### src/rtl/serial_word_rx_if.sv
// Serial link bundle between a bit-stream source and the word receiver.
// The master drives the strobed line; the slave returns the reassembled word and status.
interface serial_word_rx_if #(
  parameter int unsigned WIDTH = 5
) ();
  logic             si;
  logic             si_valid;
  logic             lsb_first;
  logic [WIDTH-1:0] po;
  logic             po_valid;
  logic             parity_err;
  logic             frame_err;
  logic             busy;

  modport master (
    output si, si_valid, lsb_first,
    input  po, po_valid, parity_err, frame_err, busy
  );

  modport slave (
    input  si, si_valid, lsb_first,
    output po, po_valid, parity_err, frame_err, busy
  );
endinterface

### src/rtl/serial_word_rx.sv
// Serial word receiver: start, WIDTH data bits, optional even parity, stop.
// Reassembles MSB- or LSB-first words and reports framing/parity errors as one-cycle pulses.
module serial_word_rx #(
  parameter int unsigned WIDTH     = 5,
  parameter int unsigned PARITY_EN = 1
) (
  input logic             clk,
  input logic             rst,
  serial_word_rx_if.slave link
);
  localparam int unsigned CntW = $clog2(WIDTH);

  typedef enum logic [1:0] {StIdle, StData, StParity, StStop} state_e;

  state_e           state_q, state_d;
  logic [CntW-1:0]  cnt_q, cnt_d;
  logic [WIDTH-1:0] sh_q, sh_d;
  logic [WIDTH-1:0] po_q, po_d;
  logic             dir_q, dir_d;
  logic             par_q, par_d;
  logic             rxpar_q, rxpar_d;
  logic             po_valid_q, po_valid_d;
  logic             parity_err_q, parity_err_d;
  logic             frame_err_q, frame_err_d;

  always_comb begin
    state_d      = state_q;
    cnt_d        = cnt_q;
    sh_d         = sh_q;
    po_d         = po_q;
    dir_d        = dir_q;
    par_d        = par_q;
    rxpar_d      = rxpar_q;
    po_valid_d   = 1'b0;
    parity_err_d = 1'b0;
    frame_err_d  = 1'b0;

    if (link.si_valid) begin
      unique case (state_q)
        StIdle: begin
          if (!link.si) begin
            state_d = StData;
            dir_d   = link.lsb_first;
            cnt_d   = '0;
            par_d   = 1'b0;
          end
        end
        StData: begin
          sh_d  = dir_q ? {link.si, sh_q[WIDTH-1:1]} : {sh_q[WIDTH-2:0], link.si};
          par_d = par_q ^ link.si;
          cnt_d = cnt_q + CntW'(1);
          if (cnt_q == CntW'(WIDTH - 1)) begin
            state_d = (PARITY_EN != 0) ? StParity : StStop;
          end
        end
        StParity: begin
          rxpar_d = link.si;
          state_d = StStop;
        end
        StStop: begin
          state_d = StIdle;
          // A bad stop bit discards the word, so parity is not reported either.
          if (link.si) begin
            po_d         = sh_q;
            po_valid_d   = 1'b1;
            parity_err_d = (PARITY_EN != 0) && (rxpar_q != par_q);
          end else begin
            frame_err_d = 1'b1;
          end
        end
        default: state_d = StIdle;
      endcase
    end
  end

  always_ff @(posedge clk) begin
    if (rst) begin
      state_q      <= StIdle;
      cnt_q        <= '0;
      sh_q         <= '0;
      po_q         <= '0;
      dir_q        <= 1'b0;
      par_q        <= 1'b0;
      rxpar_q      <= 1'b0;
      po_valid_q   <= 1'b0;
      parity_err_q <= 1'b0;
      frame_err_q  <= 1'b0;
    end else begin
      state_q      <= state_d;
      cnt_q        <= cnt_d;
      sh_q         <= sh_d;
      po_q         <= po_d;
      dir_q        <= dir_d;
      par_q        <= par_d;
      rxpar_q      <= rxpar_d;
      po_valid_q   <= po_valid_d;
      parity_err_q <= parity_err_d;
      frame_err_q  <= frame_err_d;
    end
  end

  assign link.po         = po_q;
  assign link.po_valid   = po_valid_q;
  assign link.parity_err = parity_err_q;
  assign link.frame_err  = frame_err_q;
  assign link.busy       = (state_q != StIdle);
endmodule

### src/flat_wrapper.sv
// flat-port wrapper written by rule: the top's interface ports become plain ports
module serial_word_rx_flat 
#(
  parameter int unsigned WIDTH     = 5,
  parameter int unsigned PARITY_EN = 1
)
  (clk, rst, link_si, link_si_valid, link_lsb_first, link_po, link_po_valid, link_parity_err, link_frame_err, link_busy);
  serial_word_rx_if #(.WIDTH(WIDTH)) link_i ();
  input logic clk;
  input logic rst;
  input wire logic [$bits(link_i.si)-1:0] link_si;
  input wire logic [$bits(link_i.si_valid)-1:0] link_si_valid;
  input wire logic [$bits(link_i.lsb_first)-1:0] link_lsb_first;
  output wire logic [$bits(link_i.po)-1:0] link_po;
  output wire logic [$bits(link_i.po_valid)-1:0] link_po_valid;
  output wire logic [$bits(link_i.parity_err)-1:0] link_parity_err;
  output wire logic [$bits(link_i.frame_err)-1:0] link_frame_err;
  output wire logic [$bits(link_i.busy)-1:0] link_busy;
  assign link_i.si = link_si;
  assign link_i.si_valid = link_si_valid;
  assign link_i.lsb_first = link_lsb_first;
  assign link_po = link_i.po;
  assign link_po_valid = link_i.po_valid;
  assign link_parity_err = link_i.parity_err;
  assign link_frame_err = link_i.frame_err;
  assign link_busy = link_i.busy;
  serial_word_rx #(.WIDTH(WIDTH), .PARITY_EN(PARITY_EN)) u_core (.clk(clk), .rst(rst), .link(link_i));
endmodule
### config.mk
export PLATFORM = sky130hd
export DESIGN_NAME = serial_word_rx_flat
export DESIGN_NICKNAME = d
export VERILOG_FILES = /design/src/rtl/serial_word_rx_if.sv /design/src/rtl/serial_word_rx.sv /design/src/flat_wrapper.sv
export SDC_FILE = /design/constraint.sdc
export NUM_CORES = 1
export LEC_CHECK = 0
export BUFFER_PORTS_ARGS = -buffer_cell sky130_fd_sc_hd__buf_2
export CELL_PAD_IN_SITES_DETAIL_PLACEMENT = 1
export CELL_PAD_IN_SITES_GLOBAL_PLACEMENT = 2
export CORE_MARGIN = 4
export CORE_UTILIZATION = 30
export DETAILED_ROUTE_END_ITERATION = 10
export GPL_ROUTABILITY_DRIVEN = 0
export GPL_TIMING_DRIVEN = 0
export HOLD_SLACK_MARGIN = 0.15
export PLACE_DENSITY = 0.82
export SETUP_SLACK_MARGIN = 0.02
export SYNTH_ARGS = -nofsm -noshare
export SYNTH_HDL_FRONTEND = slang
export SYNTH_SLANG_ARGS = --single-unit
### constraint.sdc
create_clock -name clk -period 1.43 [get_ports clk]
set_input_delay 0.286 -clock clk [delete_from_list [all_inputs] [get_ports clk]]
set_output_delay 0.286 -clock clk [all_outputs]
set_load 0.01 [all_outputs]
### Yosys cells after proc, flatten, opt, wreduce, memory -nomap -nowiden

Cells that the tools add are included.

* shift operators: 0
* bitwise operators: 4
* add/sub/neg operators: 1
* equal/unequal tests: 7
* mux-type cells: 10
* divide/modulo/power cells: 0
* reduce and logical (&&, ||, !) cells: 11
* magnitude comparators: 0
* multipliers: 0

Operators by type and width (count)
* AND reduction 3 bit: 4
* case mux 2 bit (4 select lines): 1
* case mux 3 bit (2 select lines): 1
* 2-to-1 mux 5 bit: 1
* equality test 2 bit, second input constant: 2
* 2-to-1 mux 2 bit: 2
* AND reduction 2 bit: 2
* nonzero test 2 bit: 2
* OR reduction 4 bit: 1
* adder 3 x 1 -> 3 bit, second input constant: 1
* equality test 3 bit, second input constant: 1
* 2-to-1 mux 1 bit: 3
* 2-to-1 mux 3 bit: 1
* inverter 1 bit: 3
* OR reduction 3 bit: 1
* equality test 2 x 1 -> 1 bit, second input constant: 1
* logical NOT 2 bit: 1
* inequality test 2 x 1 -> 1 bit, second input constant: 1
* inequality test 2 bit, second input constant: 1
* case mux 1 bit (2 select lines): 1
* inequality test 1 bit: 1
* XOR 1 bit: 1

* output and inout bits: 9
* ROM bits: 0
* memories kept: 0
* bits in latches: 0
* logic and storage cells: 43
* bits of input ports: 5
* memory bits (writable): 0
* flip-flop bits (word level): 21

### Longest topological paths before layout

* depth after elaboration: 3
* mapped depth: 6
* mapped depth without buffers: 5

### Worst setup path after synthesis

No wires, ideal clock.

* path type: register -> register
* start: register u_core.state_q[0]
* end: register u_core.cnt_q[2]
* stages on the path, launching flop included: 6
* path slack: -30 ps
* library setup time: 74 ps
* period minus slack after synthesis: 1460 ps
* data required time: 1356 ps
* arrival: 1386 ps
* cell sequence: dfxtp_1 > inv_1 > ha_1 > a21bo_4 > or3_1 > a31oi_1

* word-level cells in the longest chain between the ends: 3
* elaborated cells between the ends (all ways): 6
* those cells by class: eq/ne (2); mux (1); reduce/logical (3)

Ends and longest elaborated chain
* start: declaration: RTL line serial_word_rx.sv:15 `state_e state_q, state_d;`
* start signal: assignment: RTL line serial_word_rx.sv:78 `state_q <= StIdle;`
* start signal: assignment: RTL line serial_word_rx.sv:89 `state_q <= state_d;`
* equality test 2 x 1 -> 1 bit / logical NOT 2 bit (equally long branches): RTL line serial_word_rx.sv:39 `unique case (state_q)`
* nonzero test 2 bit (no source line) / inequality test 2 bit (equally long branches)
* AND reduction 3 bit (no source line)
* end signal: assignment: RTL line serial_word_rx.sv:90 `cnt_q <= cnt_d;`
* end: declaration: RTL line serial_word_rx.sv:16 `logic [CntW-1:0] cnt_q, cnt_d;`

Parallel ways exist; a longest one is shown, timed or not.
A chain may end at the register's enable or synchronous reset.

### Worst setup path after layout

Ends and elaborated chain as after synthesis.

==> qor.csv <==
metric,value,unit
status,"complete, no violations",
rsz0062_at_grt,true,
first_iter_violations,15,
cts_sinks,21,
start_util,31.6,%
final_antenna_net_count,0,
synth.most_common_cell,dfxtp_1,
antenna_found_initial,0,
yosysWarnings,0,
synth_xor_area_share,0.900,%
fin_crit_sh,97.7,%
ys_seq_area_share,43.2,%
synthTopCellsByArea,"dfxtp_1 (43%), mux2i_1 (12%), ha_1 (7.7%)",
cap_viol_max_count,0,
ys_async_sr_fraction,0,%
synth_area,973,sq um
tightest_slew,470,ps
finalNetCount,135,
synth_top_area_cell,dfxtp_1,
wl_per_cell,13.0,um
rr_startpoint,u_core.state_q[0],
final.min_clock_period,1400,ps
drc,0,
power.density,977,mW/mm^2
ctsHoldBuffers,0,
cts_tree,built,
row_count,20,
hold_slack,212,ps
finClkSkew,5.10,ps
path_clk_slew,130,ps
grt_usage,11.4,%
maxSlewViolCount,0,
numCtsBuffers,3,
rrSetupSlack,30,ps
place_worst_setup_slack,-106,ps
holdPathEnd,u_core.link.frame_err,
avgSynthCellArea,9.45,sq um
synth.area.mux_share,12.3,%
synth.net_count,114,
routed_wl,2.18,mm
io_buffer_count,11,
drt-vias-per-instance,4.78,
p_leak,0.501,nW
r2r-end,u_core.cnt_q[2],
fin_ws,33.5,ps
die-width,65.0,um
synth_top_family_by_area,simple AND/OR/NAND/NOR gates,
ctsHtreeMaxLevel,1,
core,0.00308,sq mm
synthFlopType,dfxtp_1,
max_slew_margin,68.7,%
min_from,rst,
antennaDiodeCount,0,
drive_gt1_share,29.3,%
ff2ff_path_depth,5,
finalSetupViolCount,0,
grt_remaining_overflow,0,
io_pins,14,
fmaxAchievable,716,MHz
crit_path_end_kind,flop,
final_area,0.00123,sq mm
grt_pass1_vias,837,
crit_required,1670,ps
die_height,65.0,um
synth_edf_count,0,
synth_commonest_cells,"dfxtp_1 (21), nor2_1 (15), mux2i_1 (12)",
hpwl,1.58,mm
dieArea,0.00422,sq mm
syn_inst,103,
arrival,1640,ps
place_area,0.00109,sq mm
area_growth_syn_to_layout,26.2,%
critPathMaxFanout,4,
synth-seq-cells,21,
finalHoldViolCount,0,
grt_max_degree,13,
dr.pass1.iters,4,
yosysTopAreaCellShare,43.2,%
root_buffer,clkbuf_4,
synthDistinctLibCells,27,
worstSkewPairLatency,310,ps
synthAdderAreaFrac,7.71,%
clock_path_buffers,2,
grt_pass1_wl,3.80,mm
holdCritPathClass,in -> reg,
criticalPathCategory,reg -> reg,
num_vias,799,
synthSimpleGateAreaFrac,17.2,%
critPathLaunchType,flop,
synth_compound_area_share,13.5,%
vdd_drop_max,0.000313,V
hold_depth,2,
report_power, final:
group | internal [mW] | leakage (nW) | switching (mW)
clock | 0.104 | 0.0177 | 0.193
sequential | 0.610 | 0.171 | 0.0236
combinational | 0.136 | 0.312 | 0.133
per-layer routing:
layer / wire (um) / track usage, % / vias to the layer above / share of wire, %
met5: 0 / 0 / - / 0
met4: 35 / 3.96 / 0 / 1.6
met3: 45 / 1.56 / 5 / 2.1
met2: 1150 / 20.6 / 11 / 53
met1: 946 / 13.7 / 386 / 43
li1: - / - / 397 / -
worst max-delay path by stage:
stage / startpoint / end / depth (start not counted)
after floorplan: u_core.state_q[0] / u_core.cnt_q[2] / 5
after global placement: rst / u_core.link.po[0] / 4
after detailed placement: u_core.state_q[1] / u_core.sh_q[3] / 6
after CTS: u_core.state_q[0] / u_core.cnt_q[2] / 5
after global routing: u_core.state_q[0] / u_core.cnt_q[2] / 5
final: u_core.state_q[0] / u_core.cnt_q[2] / 5
worst max-delay path, cell delays in order, from the launching register on:
cell	delay [ps]
dfxtp_4	400
inv_4	50
ha_4	170
a21bo_4	230
or3_4	320
a31oi_1	170
repair_timing:
item / in CTS / in global routing
pin swaps: 2 / 4
setup buffers: 4 / 1
resized for setup: 13 / 7
setup endpoints to repair: 10 / 8
flip-flops by register name (all words and copies together) (netlist names):
name	cells
u_core.dir_q	1
u_core.link.po_valid	1
u_core.link.frame_err	1
u_core.rxpar_q	1
u_core.link.po	5
u_core.link.parity_err	1
u_core.par_q	1
u_core.sh_q	5
u_core.state_q	2
u_core.cnt_q	3
cell usage in the layout (no fill, tap or decap), types with 4 or more instances in the layout:
master,n
a211oi_1,4
a21oi_1,5
buf_2,10
buf_4,6
dfxtp_1,19
mux2i_1,12
nand2_1,5
nand3b_1,4
nor2_1,15
per-stage QoR:
stage          std cells  TNS, ps  utilization [%]  power (mW)
2_1_floorplan        103        0                -       0.782
3_3_place_gp         158     -817             35.3       0.825
3_5_place_dp         158    -1110             35.3       0.832
4_1_cts              166        0             38.6        1.18
5_1_grt              167    -30.4             39.9        1.27
6_report             167        0             39.9        1.20
kinds of logic (layout without fill, tap and decap cells):
logic type                 count (synthesis)  in the layout
DFF                                       21             21
adders and majority gates                  6              6
muxes                                     12             12
AOI/OAI and AO/OA                         18             18
and+or+nand+nor                           34             34
buffers and inverters                     11             31
xor gates and xnor gates                   1              1
cell type report:
cell class              instances  area, sq um
fillers                       382         1850
multi-input cells              71          548
flip-flops and latches         21          425
repair buffers                 16          111
well taps                      44         55.1
plain buffers                   6         37.5
inverters                       5         23.8
clock buffers                   3         22.5
clock inverters                 1         5.00
Note: power is estimated with default switching activity, not from simulation.
